`src/rtl/zxv_timing_pkg.sv`:
```
// Shared raster constants, fetch phase encodings and address helpers for the
// Pentagon video timing path.
package zxv_timing_pkg;

  localparam int ZX_H_TOTAL       = 448;
  localparam int ZX_V_TOTAL       = 320;
  localparam int ZX_H_ACTIVE      = 256;
  localparam int ZX_V_ACTIVE      = 192;
  localparam int DISP_DELAY       = 8;
  localparam int ZX_H_BLANK_START = 328;
  localparam int ZX_H_BLANK_LEN   = 64;
  localparam int ZX_H_SYNC_START  = 336;
  localparam int ZX_H_SYNC_LEN    = 32;
  localparam int ZX_V_SYNC_START  = 240;
  localparam int ZX_V_SYNC_LEN    = 4;
  localparam int ZX_V_BLANK_START = 240;
  localparam int ZX_V_BLANK_LEN   = 16;
  localparam int ZX_INT_LINE      = 239;
  localparam int ZX_INT_H         = 320;
  localparam int ZX_INT_LEN       = 32;
  localparam int ZX_FLASH_DIV_BIT = 4;

  // Address phases occupy the listed phase and the one after it.
  localparam logic [2:0] P_PIX_ADDR  = 3'd0;
  localparam logic [2:0] P_LD_PIX    = 3'd2;
  localparam logic [2:0] P_ATTR_ADDR = 3'd3;
  localparam logic [2:0] P_LD_ATTR   = 3'd5;
  localparam logic [2:0] P_LOAD      = 3'd7;

  localparam logic [2:0] ATTR_BASE = 3'b110;

  typedef struct packed {
    logic vs;
    logic hs;
    logic blank;
    logic border;
  } disp_t;

  localparam disp_t DISP_IDLE = '{vs: 1'b1, hs: 1'b1, blank: 1'b1, border: 1'b1};

  function automatic logic [12:0] pix_addr(input logic [7:0] v, input logic [4:0] col);
    return {v[7:6], v[2:0], v[5:3], col};
  endfunction

  function automatic logic [12:0] attr_addr(input logic [7:0] v, input logic [4:0] col);
    return {ATTR_BASE, v[7:3], col};
  endfunction

endpackage

```
`src/rtl/zxv_timing_if.sv`:
```
// Video fetch strobes and display control outputs of the timing sequencer.
interface zxv_timing_if;
  logic [12:0] VA;
  logic        VID_RD;
  logic        LD_PIX;
  logic        LD_ATTR;
  logic        LOAD;
  logic        BORDER;
  logic        BLANK;
  logic        HS;
  logic        VS;
  logic        INT;
  logic        FLASH;

  modport master (output VA, VID_RD, LD_PIX, LD_ATTR, LOAD, BORDER, BLANK, HS, VS, INT, FLASH);
  modport slave  (input  VA, VID_RD, LD_PIX, LD_ATTR, LOAD, BORDER, BLANK, HS, VS, INT, FLASH);
endinterface

```
`src/rtl/zxv_delay_line.sv`:
```
// Fixed-depth shift register that lines display controls up with the shifter.
module zxv_delay_line #(
  parameter int                 DATA_W     = 4,
  parameter int                 STAGES     = 8,
  parameter logic [DATA_W-1:0]  RESET_WORD = '1
) (
  input  logic              clk,
  input  logic              rst_n,
  input  logic [DATA_W-1:0] d,
  output logic [DATA_W-1:0] q
);

  logic [DATA_W-1:0] taps [STAGES];

  always_ff @(posedge clk or negedge rst_n) begin
    if (!rst_n) begin
      for (int i = 0; i < STAGES; i++) taps[i] <= RESET_WORD;
    end else begin
      taps[0] <= d;
      for (int i = 1; i < STAGES; i++) taps[i] <= taps[i-1];
    end
  end

  assign q = taps[STAGES-1];

endmodule

```
`src/rtl/zx_video_timing.sv`:
```
// Pentagon raster counters, video-memory fetch strobes and display control.
// Every output is registered from a decode of the counters' next state.
module zx_video_timing
  import zxv_timing_pkg::*;
#(
  parameter int H_TOTAL       = ZX_H_TOTAL,
  parameter int V_TOTAL       = ZX_V_TOTAL,
  parameter int V_ACTIVE      = ZX_V_ACTIVE,
  parameter int H_BLANK_START = ZX_H_BLANK_START,
  parameter int H_SYNC_START  = ZX_H_SYNC_START,
  parameter int H_SYNC_LEN    = ZX_H_SYNC_LEN,
  parameter int V_SYNC_START  = ZX_V_SYNC_START,
  parameter int V_SYNC_LEN    = ZX_V_SYNC_LEN,
  parameter int V_BLANK_START = ZX_V_BLANK_START,
  parameter int V_BLANK_LEN   = ZX_V_BLANK_LEN,
  parameter int INT_LINE      = ZX_INT_LINE,
  parameter int INT_H         = ZX_INT_H,
  parameter int INT_LEN       = ZX_INT_LEN,
  parameter int FLASH_DIV_BIT = ZX_FLASH_DIV_BIT
) (
  input  logic         CLK,
  input  logic         RESET,
  zxv_timing_if.master vif
);

  localparam logic [8:0] HT_LAST = 9'(H_TOTAL - 1);
  localparam logic [8:0] VT_LAST = 9'(V_TOTAL - 1);
  localparam logic [8:0] H_ACT   = 9'(ZX_H_ACTIVE);
  localparam logic [8:0] V_ACT   = 9'(V_ACTIVE);
  localparam logic [8:0] HBS     = 9'(H_BLANK_START);
  localparam logic [8:0] HBE     = 9'(H_BLANK_START + ZX_H_BLANK_LEN);
  localparam logic [8:0] HSS     = 9'(H_SYNC_START);
  localparam logic [8:0] HSE     = 9'(H_SYNC_START + H_SYNC_LEN);
  localparam logic [8:0] VSS     = 9'(V_SYNC_START);
  localparam logic [8:0] VSE     = 9'(V_SYNC_START + V_SYNC_LEN);
  localparam logic [8:0] VBS     = 9'(V_BLANK_START);
  localparam logic [8:0] VBE     = 9'(V_BLANK_START + V_BLANK_LEN);
  localparam logic [8:0] INT_V   = 9'(INT_LINE);
  localparam logic [8:0] INT_HS  = 9'(INT_H);
  localparam logic [8:0] INT_HE  = 9'(INT_H + INT_LEN);

  // Counters hold the raster position the output registers will show next.
  logic [8:0] h_nxt, v_nxt;
  logic [4:0] f_nxt;
  logic       h_wrap, v_wrap;

  assign h_wrap = (h_nxt == HT_LAST);
  assign v_wrap = (v_nxt == VT_LAST);

  always_ff @(posedge CLK or negedge RESET) begin
    if (!RESET) begin
      h_nxt <= '0;
      v_nxt <= '0;
      f_nxt <= '0;
    end else begin
      h_nxt <= h_wrap ? 9'd0 : h_nxt + 9'd1;
      if (h_wrap) begin
        v_nxt <= v_wrap ? 9'd0 : v_nxt + 9'd1;
        if (v_wrap) f_nxt <= f_nxt + 5'd1;
      end
    end
  end

  logic       in_fetch, pix_phase, attr_phase, int_nxt;
  logic [2:0] phase;
  logic [4:0] col;
  disp_t      disp_nxt;

  always_comb begin
    in_fetch   = (v_nxt < V_ACT) && (h_nxt < H_ACT);
    phase      = h_nxt[2:0];
    col        = h_nxt[7:3];
    pix_phase  = in_fetch && (phase == P_PIX_ADDR || phase == P_PIX_ADDR + 3'd1);
    attr_phase = in_fetch && (phase == P_ATTR_ADDR || phase == P_ATTR_ADDR + 3'd1);
    // Undelayed display decode: raw counters, later shifted by the delay line.
    disp_nxt.border = !in_fetch;
    disp_nxt.blank  = (h_nxt >= HBS && h_nxt < HBE) || (v_nxt >= VBS && v_nxt < VBE);
    disp_nxt.hs     = !(h_nxt >= HSS && h_nxt < HSE);
    disp_nxt.vs     = !(v_nxt >= VSS && v_nxt < VSE);
    int_nxt         = !(v_nxt == INT_V && h_nxt >= INT_HS && h_nxt < INT_HE);
  end

  // Stage p0: registered fetch strobes and undelayed display word.
  logic [12:0] va_p0;
  logic        vid_rd_p0, ld_pix_p0, ld_attr_p0, load_p0, int_p0, flash_p0;
  disp_t       disp_p0;

  always_ff @(posedge CLK or negedge RESET) begin
    if (!RESET) begin
      va_p0      <= '0;
      vid_rd_p0  <= 1'b0;
      ld_pix_p0  <= 1'b0;
      ld_attr_p0 <= 1'b0;
      load_p0    <= 1'b0;
      int_p0     <= 1'b1;
      flash_p0   <= 1'b0;
      disp_p0    <= DISP_IDLE;
    end else begin
      if (pix_phase)       va_p0 <= pix_addr(v_nxt[7:0], col);
      else if (attr_phase) va_p0 <= attr_addr(v_nxt[7:0], col);
      vid_rd_p0  <= pix_phase || attr_phase;
      ld_pix_p0  <= in_fetch && (phase == P_LD_PIX);
      ld_attr_p0 <= in_fetch && (phase == P_LD_ATTR);
      load_p0    <= in_fetch && (phase == P_LOAD);
      int_p0     <= int_nxt;
      flash_p0   <= f_nxt[FLASH_DIV_BIT];
      disp_p0    <= disp_nxt;
    end
  end

  // Stage p8: display controls aligned with the shifter output.
  logic [3:0] disp_p8_vec;
  disp_t      disp_p8;

  zxv_delay_line #(
    .DATA_W     (4),
    .STAGES     (DISP_DELAY),
    .RESET_WORD (DISP_IDLE)
  ) u_disp_dly (
    .clk   (CLK),
    .rst_n (RESET),
    .d     (disp_p0),
    .q     (disp_p8_vec)
  );

  assign disp_p8 = disp_t'(disp_p8_vec);

  assign vif.VA      = va_p0;
  assign vif.VID_RD  = vid_rd_p0;
  assign vif.LD_PIX  = ld_pix_p0;
  assign vif.LD_ATTR = ld_attr_p0;
  assign vif.LOAD    = load_p0;
  assign vif.INT     = int_p0;
  assign vif.FLASH   = flash_p0;
  assign vif.BORDER  = disp_p8.border;
  assign vif.BLANK   = disp_p8.blank;
  assign vif.HS      = disp_p8.hs;
  assign vif.VS      = disp_p8.vs;

endmodule
```
`src/flat_wrapper.sv`:
```
// flat-port wrapper written by rule: the top's interface ports become plain ports
module zx_video_timing_flat import zxv_timing_pkg::*;
#(
  parameter int H_TOTAL       = ZX_H_TOTAL,
  parameter int V_TOTAL       = ZX_V_TOTAL,
  parameter int V_ACTIVE      = ZX_V_ACTIVE,
  parameter int H_BLANK_START = ZX_H_BLANK_START,
  parameter int H_SYNC_START  = ZX_H_SYNC_START,
  parameter int H_SYNC_LEN    = ZX_H_SYNC_LEN,
  parameter int V_SYNC_START  = ZX_V_SYNC_START,
  parameter int V_SYNC_LEN    = ZX_V_SYNC_LEN,
  parameter int V_BLANK_START = ZX_V_BLANK_START,
  parameter int V_BLANK_LEN   = ZX_V_BLANK_LEN,
  parameter int INT_LINE      = ZX_INT_LINE,
  parameter int INT_H         = ZX_INT_H,
  parameter int INT_LEN       = ZX_INT_LEN,
  parameter int FLASH_DIV_BIT = ZX_FLASH_DIV_BIT
)
  (CLK, RESET, vif_VA, vif_VID_RD, vif_LD_PIX, vif_LD_ATTR, vif_LOAD, vif_BORDER, vif_BLANK, vif_HS, vif_VS, vif_INT, vif_FLASH);
  zxv_timing_if vif_i ();
  input  logic CLK;
  input  logic RESET;
  output wire logic [$bits(vif_i.VA)-1:0] vif_VA;
  output wire logic [$bits(vif_i.VID_RD)-1:0] vif_VID_RD;
  output wire logic [$bits(vif_i.LD_PIX)-1:0] vif_LD_PIX;
  output wire logic [$bits(vif_i.LD_ATTR)-1:0] vif_LD_ATTR;
  output wire logic [$bits(vif_i.LOAD)-1:0] vif_LOAD;
  output wire logic [$bits(vif_i.BORDER)-1:0] vif_BORDER;
  output wire logic [$bits(vif_i.BLANK)-1:0] vif_BLANK;
  output wire logic [$bits(vif_i.HS)-1:0] vif_HS;
  output wire logic [$bits(vif_i.VS)-1:0] vif_VS;
  output wire logic [$bits(vif_i.INT)-1:0] vif_INT;
  output wire logic [$bits(vif_i.FLASH)-1:0] vif_FLASH;
  assign vif_VA = vif_i.VA;
  assign vif_VID_RD = vif_i.VID_RD;
  assign vif_LD_PIX = vif_i.LD_PIX;
  assign vif_LD_ATTR = vif_i.LD_ATTR;
  assign vif_LOAD = vif_i.LOAD;
  assign vif_BORDER = vif_i.BORDER;
  assign vif_BLANK = vif_i.BLANK;
  assign vif_HS = vif_i.HS;
  assign vif_VS = vif_i.VS;
  assign vif_INT = vif_i.INT;
  assign vif_FLASH = vif_i.FLASH;
  zx_video_timing #(.H_TOTAL(H_TOTAL), .V_TOTAL(V_TOTAL), .V_ACTIVE(V_ACTIVE), .H_BLANK_START(H_BLANK_START), .H_SYNC_START(H_SYNC_START), .H_SYNC_LEN(H_SYNC_LEN), .V_SYNC_START(V_SYNC_START), .V_SYNC_LEN(V_SYNC_LEN), .V_BLANK_START(V_BLANK_START), .V_BLANK_LEN(V_BLANK_LEN), .INT_LINE(INT_LINE), .INT_H(INT_H), .INT_LEN(INT_LEN), .FLASH_DIV_BIT(FLASH_DIV_BIT)) u_core (.CLK(CLK), .RESET(RESET), .vif(vif_i));
endmodule
```
`config.mk`:
```
export PLATFORM = sky130hd
export DESIGN_NAME = zx_video_timing_flat
export DESIGN_NICKNAME = d
export VERILOG_FILES = /design/src/rtl/zxv_timing_pkg.sv /design/src/rtl/zxv_timing_if.sv /design/src/rtl/zxv_delay_line.sv /design/src/rtl/zx_video_timing.sv /design/src/flat_wrapper.sv
export SDC_FILE = /design/constraint.sdc
export NUM_CORES = 1
export LEC_CHECK = 0
export ABC_AREA = 0
export ABC_CLOCK_PERIOD_IN_PS = 2400
export CAP_MARGIN = 20
export CORE_MARGIN = 10
export CORE_UTILIZATION = 44
export DETAILED_ROUTE_END_ITERATION = 12
export PLACE_DENSITY_LB_ADDON = 0.15
export SLEW_MARGIN = 20
export SYNTH_ARGS = -nofsm -noshare
export SYNTH_HDL_FRONTEND = slang
export SYNTH_SLANG_ARGS = --single-unit
```
`constraint.sdc`:
```
create_clock -name CLK -period 2.4 [get_ports CLK]
set_input_delay 0.36 -clock CLK [delete_from_list [all_inputs] [get_ports CLK]]
set_output_delay 0.36 -clock CLK [all_outputs]
set_load 0.1 [all_outputs]
```
* Word-level counts from Yosys, hierarchy flattened *
Cells that the tools add are included.

storage, ports and cells
  bits in registers = 78
  logic and storage cells = 72

cells by class
  add/subtract/negate cells = 3
  $lt $le $gt $ge = 11
  equal/unequal tests = 9
  reductions and logical operators = 23
  muxes and demuxes = 4

operators by type and width
  operator                                                           count
  < comparator 9 bit, second input constant                          5
  greater-or-equal comparator 9 bit, second input constant           3
  two-way mux 13 bit                                                 2
  adder 9 x 1 -> 9 bit, second input constant                        2
  == test 9 bit, second input constant                               2
  < comparator 9 x 8 -> 1 bit, second input constant                 2
  two-way mux 9 bit                                                  2
  logical AND 1 bit                                                  12
  == test 3 bit, second input constant                               3
  == test 9 x 8 -> 1 bit, second input constant                      1
  greater-or-equal comparator 9 x 8 -> 1 bit, second input constant  1
  == test 3 x 2 -> 1 bit, second input constant                      2
  adder 5 x 1 -> 5 bit, second input constant                        1
  zero test 1 bit                                                    4
  logical OR 1 bit                                                   4
  == test 3 x 1 -> 1 bit, second input constant                      1
  zero test 3 bit                                                    1
  AND reduction 2 bit                                                1
  nonzero test 2 bit                                                 1

* Longest topological paths before layout *
Gate-level depths: netlist of run 1.

  depth after elaboration = 5
  mapped depth = 7
  mapped depth without buffers = 6

* Cells and area by module *
A second synthesis of run 1 with hierarchy kept.

unflattened totals
  cell total of the unflattened synthesis = 214
  area total of the unflattened synthesis = 2,987.9 sq um

by module, submodules not included
  module           area an instance (sq um)  times used  seq. area each (sq um)  cells each
  zx_video_timing  2,117.0                   1           1,157.4                 178
  zxv_delay_line   870.8                     1           840.8                   36

* Least setup slack after synthesis of run 1 *
No wires, ideal clock.

  path kind = register -> register
  from = register u_core.h_nxt[0]
  to = register u_core.va_p0[0] (netlist: u_core.vif.VA[0])
  buffers on the path = 1
  period minus slack after synthesis = 1.743 ns
  stages on the path, launching flop included = 6
  arrival time = 1.615 ns
  setup slack = 0.657 ns
  setup time = 0.128 ns
  cells stage by stage = dfrtp_1 ha_1 o21ba_2 o21ai_2 buf_2 mux2_1

on the way
  word-level cells in the longest chain between the ends = 4
  elaborated cells between the ends (all ways) = 12

ends and longest elaborated chain
  element                                                          RTL line                                      text
  start: declaration                                               zx_video_timing.sv:43                         logic [8:0] h_nxt, v_nxt;
  start signal: assignment                                         zx_video_timing.sv:56                         h_nxt <= h_wrap ? 9'd0 : h_nxt + 9'd1;
  < comparator 9 bit, or another cell as far along                 zx_video_timing.sv:70                         in_fetch = (v_nxt < V_ACT) && (h_nxt < H_ACT);
  logical AND 1 bit, or another cell as far along                  zx_video_timing.sv:70
  logical AND 1 bit (on tied branches)                             zx_video_timing.sv:73, zx_video_timing.sv:74
  two-way mux 13 bit / nonzero test 2 bit (equally long branches)  n/a
  end signal: assignment                                           zx_video_timing.sv:99                         if (pix_phase) va_p0 <= pix_addr(v_nxt[7:0], col);
  end signal: assignment                                           zx_video_timing.sv:100                        else if (attr_phase) va_p0 <= attr_addr(v_nxt[7:0], col);
  end: declaration                                                 zx_video_timing.sv:84                         logic [12:0] va_p0;

Several ways; a longest one is shown, not always the timed one.
A chain may end at the register's enable or synchronous reset.

* Worst setup path after layout of run 1 *
  from = register u_core.h_nxt[0]
  to = register u_core.f_nxt[1]

on the way
  word-level cells in the longest chain between the ends = 2

ends and longest elaborated chain
  element                               RTL line               text
  == test 9 bit                         zx_video_timing.sv:47  assign h_wrap = (h_nxt == HT_LAST);
  AND reduction 2 bit (no source line)  n/a
  end signal: assignment                zx_video_timing.sv:59  if (v_wrap) f_nxt <= f_nxt + 5'd1;
  end: declaration                      zx_video_timing.sv:44  logic [4:0] f_nxt;

Every way passes these cells.

==> results.json, run 1 <==
{
  "outcome": "finished, final reports clean",
  "maxCapViolCount": 0,
  "r2r-start": "u_core.h_nxt[0]$_DFF_PN0_",
  "ir_drop_mv": 0.340,
  "multi_input_area_um2": 887,
  "grt_max_degree": 73,
  "grt_pass1_wl_mm": 8.31,
  "slowest_stage": "nor3_4",
  "antenna_cells": 0,
  "cp.buffers_inverters": 0,
  "clock_sinks": 78,
  "dp_hpwl_mm": 3.31,
  "synth_fp_nets": 215,
  "setup_viol": 0,
  "dp.cells": 304,
  "rsz0062_at_grt": "false",
  "path_max_fanout": 16,
  "layout.cells.non_filler": 320,
  "critPathLaunchType": "flop",
  "drt_iter0_drc": 68,
  "cp_cell_sequence": "ha_1, nand4_2, nor3_4, nand2_2, mux2_4",
  "avgSynthCellArea_um2": 14.3,
  "cp_slowest_stage_delay_ns": 0.52,
  "final_design_area_no_fill_um2": 3420,
  "die_x_um": 102,
  "period_needed_ns": 2.00,
  "drc_errors": 0,
  "layout_common_cells": "dfrtp_1 (41), dfstp_2 (37), buf_4 (28), clkbuf_8 (9)",
  "r2r_setup_slack_ns": 0.40,
  "initial_utilization_pct": 46.0,
  "pwr_density_cell_nw_per_um2": 680,
  "post-place-ws_ns": 0.416,
  "fin_crit_sh_pct": 83.2,
  "clk_latency_ns": 0.34,
  "cp.arrival_ns": 2.23,
  "ys_seq_area_share_pct": 67.7,
  "reg2regPathDepth": 5,
  "root_buffer": "clkbuf_8",
  "tns_ns": 0,
  "nFillCells": 546,
  "cts_max_path_buffers": 2,
  "power_mw": 2.33,
  "cts_resized": 0,
  "die-area_um2": 10400,
  "synth_warnings": 0,
  "ys_ff_latch": 78,
  "row_count": 29,
  "criticalPathCategory": "reg2reg",
  "finalClockSkew_ns": 0.00735,
  "drtAntennaViolNets": 0,
  "hold_viol": 0,
  "slew_headroom_pct": 43.0,
  "numCtsBuffers": 9,
  "area_delta_synth_final_pct": 15.9,
  "p_leak_nw": 1.55,
  "worstMarginPinSlew_ns": 0.855,
  "core_area_um2": 6420,
  "grt.overflow.total": 0,
  "wire_per_inst_um": 15.1,
  "gp_congestion": 0.821,
  "layout_setup_ws_ns": 0.404,
  "synth_edf_count": 0,
  "hold_path_class": "in2async",
  "critPathCaptureType": "flop",
  "first_pass_iters": 4,
  "worstPathRequired_ns": 2.63,
  "clock.fmax_mhz": 501,
  "ys_async_sr_fraction_pct": 100,
  "synth_cells": 206,
  "antenna_found_initial": 0,
  "register_area_um2": 2000,
  "synthDistinctLibCells": 47,
  "layout_commonest_cell": "dfrtp_1",
  "nets": 247,
  "clk_transition_reported_paths_ns": 0.08,
  "cts_tree": "done",
  "cts_hold_buf": 0,
  "num_vias": 1600,
  "placed_cell_area_um2": 3220,
  "boundaryPins": 25,
  "via_per_inst": 5.00,
  "drv_slew": 0,
  "portBuffers": 24,
  "critPathTopFamily": "simple AND/OR/NAND/NOR gates",
  "grt.total_usage_pct": 10.5,
  "syn_area_um2": 2950,
  "drive_gt1_share_pct": 41.2,
  "routed_wirelength_mm": 4.82,
  "die_h_um": 102,
  "holdWs_ns": 0.118,
  "synthFlopType": "dfrtp_1",
  "fin_util_pct": 53.3,
  "cts-htree-levels": 3,
  "postCtsSetupBuffers": 0,
  "worstReg2RegEnd": "u_core.f_nxt[1]$_DFFE_PN0P_",
  "grt_pass1_vias": 1629
}
==> layout make-up <==
class / count / area share (%)
Timing Repair Buffer: 28 / 6.14
Sequential cell: 78 / 58.4
Tap cell: 77 / 2.82
Inverter: 7 / 0.768
Multi-Input combinational cell: 114 / 25.9
Clock inverter: 7 / 2.34
Clock buffer: 9 / 3.62
==> worst register-to-register path, cell delays in order, from the launching register on <==
cell and delay (ns):
dfrtp_1 0.41, ha_1 0.27, nand4_2 0.22, nor3_4 0.52, nand2_2 0.14, mux2_4 0.32
==> kinds of logic after synthesis <==
| family | count (synthesis) | synth area share [%] |
|---|---|---|
| DFF | 78 | 67.7 |
| and+or+nand+nor | 60 | 13.3 |
| AOI/OAI and AO/OA | 23 | 5.51 |
| buffers and inverters | 14 | 2.25 |
| muxes | 14 | 5.34 |
| xor gates and xnor gates | 10 | 2.97 |
| adders and majority gates | 7 | 2.97 |
==> synthesized netlist by cell type (all sizes together), types with 2 or more instances <==
cell type   n  share of area, %
nor3        5               1.6
a22o        3              0.89
buf         6               1.2
mux2       11               4.3
nor3b       2              0.51
o21ai      11               2.0
nor2b       5               1.1
and3        7               1.5
xor2        3              0.89
xnor2       7               2.1
nor2        7              0.89
ha          7               3.0
dfrtp      41                35
dfstp      37                33
mux2i       3               1.0
nor4        3               1.4
inv         7              0.89
nand3b      2              0.51
nand3       8               1.5
and2        3              0.64
nand2       8               1.2
a2bb2oi     2              0.59
nand2b      3              0.64
nand4       4               1.1
==> sequential cells by signal, summed over array words and instances, names as in the netlist <==
register                cells
u_core.vif.VA              13
u_core.vif.LOAD             1
u_core.vif.FLASH            1
u_core.u_disp_dly.taps     28
u_core.disp_p0              4
u_core.vif.LD_ATTR          1
u_core.vif.VID_RD           1
u_core.h_nxt                9
u_core.vif.LD_PIX           1
u_core.f_nxt                5
u_core.vif.INT              1
u_core.v_nxt                9
u_core.u_disp_dly.q         4
==> metal layers <==
layer | part of all wire (%) | track usage, % | routed length, um
met1 | 49 | 13.8 | 2380
met2 | 44 | 14.4 | 2100
met4 | 1.7 | 5.42 | 80
met5 | 0 | 0 | 0
met3 | 5.4 | 4.59 | 261
==> worst max-delay path by stage <==
stage / from / endpoint / slack (ns) / cells after the start
after floorplan: u_core.h_nxt[0]$_DFF_PN0_ / u_core.vif.VA[0]$_DFFE_PN0P_ / 0.66 / 5
after global placement: u_core.h_nxt[0]$_DFF_PN0_ / u_core.f_nxt[1]$_DFFE_PN0P_ / 0.49 / 5
after detailed placement: u_core.h_nxt[0]$_DFF_PN0_ / u_core.f_nxt[1]$_DFFE_PN0P_ / 0.42 / 5
after CTS: u_core.h_nxt[0]$_DFF_PN0_ / u_core.f_nxt[1]$_DFFE_PN0P_ / 0.40 / 5
after global routing: u_core.h_nxt[0]$_DFF_PN0_ / u_core.f_nxt[1]$_DFFE_PN0P_ / 0.25 / 5
final: u_core.h_nxt[0]$_DFF_PN0_ / u_core.f_nxt[1]$_DFFE_PN0P_ / 0.40 / 5
==> where the power goes <==
part | switching (mW) | internal [mW] | total [mW] | leakage [nW]
Combinational | 0.0235 | 0.00307 | 0.0266 | 0.521
Clock | 0.492 | 0.493 | 0.985 | 0.0983
Sequential | 0 | 1.32 | 1.32 | 0.928
(Power assumes the default switching activity.)
==> inputs of run 2 (changes only) <==
--- a/config.mk
+++ b/config.mk
@@ -6,7 +6,7 @@
 export NUM_CORES = 1
 export LEC_CHECK = 0
 export ABC_AREA = 0
-export ABC_CLOCK_PERIOD_IN_PS = 2400
+export ABC_CLOCK_PERIOD_IN_PS = 1900
 export CAP_MARGIN = 20
 export CORE_MARGIN = 10
 export CORE_UTILIZATION = 44
==> constraint.sdc (replaced) <==
create_clock -name CLK -period 1.9 [get_ports CLK]
set_input_delay 0.285 -clock CLK [delete_from_list [all_inputs] [get_ports CLK]]
set_output_delay 0.285 -clock CLK [all_outputs]
set_load 0.1 [all_outputs]
==> run 2 against run 1 <==
Total power up 25%. Largest power group unchanged. Fmax grew 15%. Via count rose by 2.8%. First-iteration DRC count decreased by 4.4%. Count of clock-buffer cells in the layout increased by 3. Die area unchanged. Clock power up 23%. Worst hold slack gained 0.23 ns. Largest cell class unchanged. Critical path type unchanged. Highest routed layer unchanged. Clock skew is essentially flat. Non-clock buffer count grew 8.
==> results.json, run 2 (synthesized netlist as in run 1, its figures left out) <==
{
  "postCtsSetupBuffers": 0,
  "grt_pass1_vias": 1694,
  "placed_cell_area_um2": 3350,
  "fin_crit_sh_pct": 91.5,
  "drv_slew": 0,
  "p_sw_mw": 0.610,
  "top_register": "u_core.u_disp_dly.taps",
  "nets": 255,
  "cp-startpoint": "u_core.h_nxt[0]$_DFF_PN0_",
  "fin_util_pct": 55.9,
  "dp_hpwl_mm": 3.41,
  "path_max_fanout": 7,
  "cts-htree-levels": 3,
  "worstReg2RegEnd": "u_core.v_nxt[7]$_DFFE_PN0N_",
  "area_delta_synth_final_pct": 21.7,
  "cts_max_path_buffers": 2,
  "rsz0062_at_grt": "false",
  "die_x_um": 102,
  "finalClockSkew_ns": 0.00743,
  "period_needed_ns": 1.74,
  "numCtsBuffers": 9,
  "combPwrFrac_pct": 1.3,
  "layout_common_cells": "dfrtp_1 (41), dfstp_2 (37), buf_4 (29), clkbuf_8 (9)",
  "switching_share_pct": 20.9,
  "initial_utilization_pct": 46.0,
  "drt-met1-wl_mm": 2.43,
  "routed.top_layer": "met4",
  "drc_errors": 0,
  "clk_latency_ns": 0.34,
  "core_area_um2": 6420,
  "via_per_inst": 5.01,
  "hold_viol": 0,
  "tns_ns": 0,
  "final_design_area_no_fill_um2": 3590,
  "setup_viol": 0,
  "grt_max_degree": 44,
  "antenna_found_initial": 0,
  "boundaryPins": 25,
  "routed_wirelength_mm": 5.02,
  "maxCapViolCount": 0,
  "slowest_stage": "dfrtp_1",
  "wire_per_inst_um": 15.3,
  "grt.total_usage_pct": 10.9,
  "outcome": "finished, final reports clean",
  "die_h_um": 102,
  "r2r-start": "u_core.h_nxt[0]$_DFF_PN0_",
  "die-area_um2": 10400,
  "drtAntennaViolNets": 0,
  "critPathLaunchType": "flop",
  "clock_sinks": 78,
  "slew_headroom_pct": 64.5,
  "largest_reg_flops": 28,
  "portBuffers": 24,
  "criticalPathCategory": "reg2reg",
  "holdWs_ns": 0.352,
  "ir_drop_mv": 0.481,
  "cp_slowest_stage_delay_ns": 0.45,
  "gp_congestion": 0.853,
  "cp-endpoint": "u_core.v_nxt[7]$_DFFE_PN0N_",
  "pwr_density_cell_nw_per_um2": 812,
  "worstPathRequired_ns": 2.12,
  "cp_cell_sequence": "ha_4, nand4_4, nor3_4, buf_4, nand4_1, xnor2_1",
  "grt_pass1_wl_mm": 8.69,
  "clk_transition_reported_paths_ns": 0.08,
  "dr_wl_met2_mm": 2.23,
  "p_clk_share_pct": 41.6,
  "antenna_cells": 0,
  "critPathCaptureType": "flop",
  "num_vias": 1644,
  "route.met3.wl_um": 286,
  "drive_gt1_share_pct": 42.6,
  "layout_commonest_cell": "dfrtp_1",
  "r2r_setup_slack_ns": 0.16,
  "grt.overflow.total": 0,
  "drt_iter0_drc": 65,
  "row_count": 29,
  "seqPwrFrac_pct": 57.0,
  "p_leak_nw": 1.64,
  "first_pass_iters": 4,
  "worstMarginPinSlew_ns": 0.532,
  "root_buffer": "clkbuf_8",
  "cts_tree": "done",
  "hold_path_class": "reg2reg",
  "clock.fmax_mhz": 575,
  "reg2regPathDepth": 6,
  "cp.arrival_ns": 1.96,
  "p_int_mw": 2.31
}
## run 2: changes by cell type in the layout (fill, tap and decap cells not counted), moves of 2 or more
cell,before,now
clkbuf_16,0,2
clkinvlp_4,2,0
clkinv_2,0,2
buf_12,0,6
## run 2: timing repair
action	in CTS	in global routing
gates resized for setup	0	4
hold buffers	1	0
setup endpoints to repair	0	6
hold endpoints to repair	21	0
## run 2: per-stage QoR
step,cells,worst slack [ns],power [mW]
5_1_grt,328,0.0158,3.04
2_1_floorplan,206,0.157,1.69
6_report,328,0.162,2.92
3_5_place_dp,311,0.0931,1.73
3_3_place_gp,311,0.175,1.73
4_1_cts,328,0.0804,2.98
## run 2: how the worst min path moves through the flow
stage | start | endpoint | slack, ns | depth (start not counted)
after floorplan | RESET | u_core.f_nxt[0]$_DFFE_PN0P_ | -0.01 | 0
after global placement | RESET | u_core.vif.LD_ATTR$_DFF_PN0_ | 0.30 | 1
after detailed placement | RESET | u_core.vif.VA[1]$_DFFE_PN0P_ | 0.31 | 1
after CTS | u_core.u_disp_dly.taps[30]$_DFF_PN1_ | u_core.u_disp_dly.taps[26]$_DFF_PN1_ | 0.35 | 0
after global routing | u_core.u_disp_dly.taps[30]$_DFF_PN1_ | u_core.u_disp_dly.taps[26]$_DFF_PN1_ | 0.35 | 0
final | u_core.u_disp_dly.taps[31]$_DFF_PN1_ | u_core.u_disp_dly.taps[27]$_DFF_PN1_ | 0.35 | 0
## run 2: routing by layer
metal  global-route usage [%]  vias to the layer above
li1                         -                      793
met1                     14.2                      817
met2                     15.5                       29
met3                     5.13                        5
met4                     4.23                        0
met5                        0                        -
## run 2: cell type report
| type | instances | area, um^2 |
|---|---|---|
| clock buffers | 12 | 178 |
| clock inverters | 4 | 27.5 |
| fillers | 532 | 2830 |
| inverters | 7 | 26.3 |
| multi-input cells | 114 | 917 |
| flip-flops and latches | 78 | 2000 |
| well taps | 77 | 96.3 |
| repair buffers | 36 | 348 |
## run 2: critical path, delay by kind of cell (launching register included)
family,cells,cell delay (ns)
buffers and inverters,1,0.21
XOR/XNOR,1,0.14
AND/OR/NAND/NOR,3,0.60
adder cells (fa/ha/maj),1,0.21
flip-flops,1,0.45
## run 2: power groups by stage
stage,sequential (mW),combinational (mW),clock (mW)
6_report,1.66,0.0392,1.21
5_1_grt,1.66,0.0469,1.33
4_1_cts,1.66,0.0427,1.27
3_5_place_dp,1.69,0.0406,0
3_3_place_gp,1.69,0.0404,0
2_1_floorplan,1.69,0.000000408,0
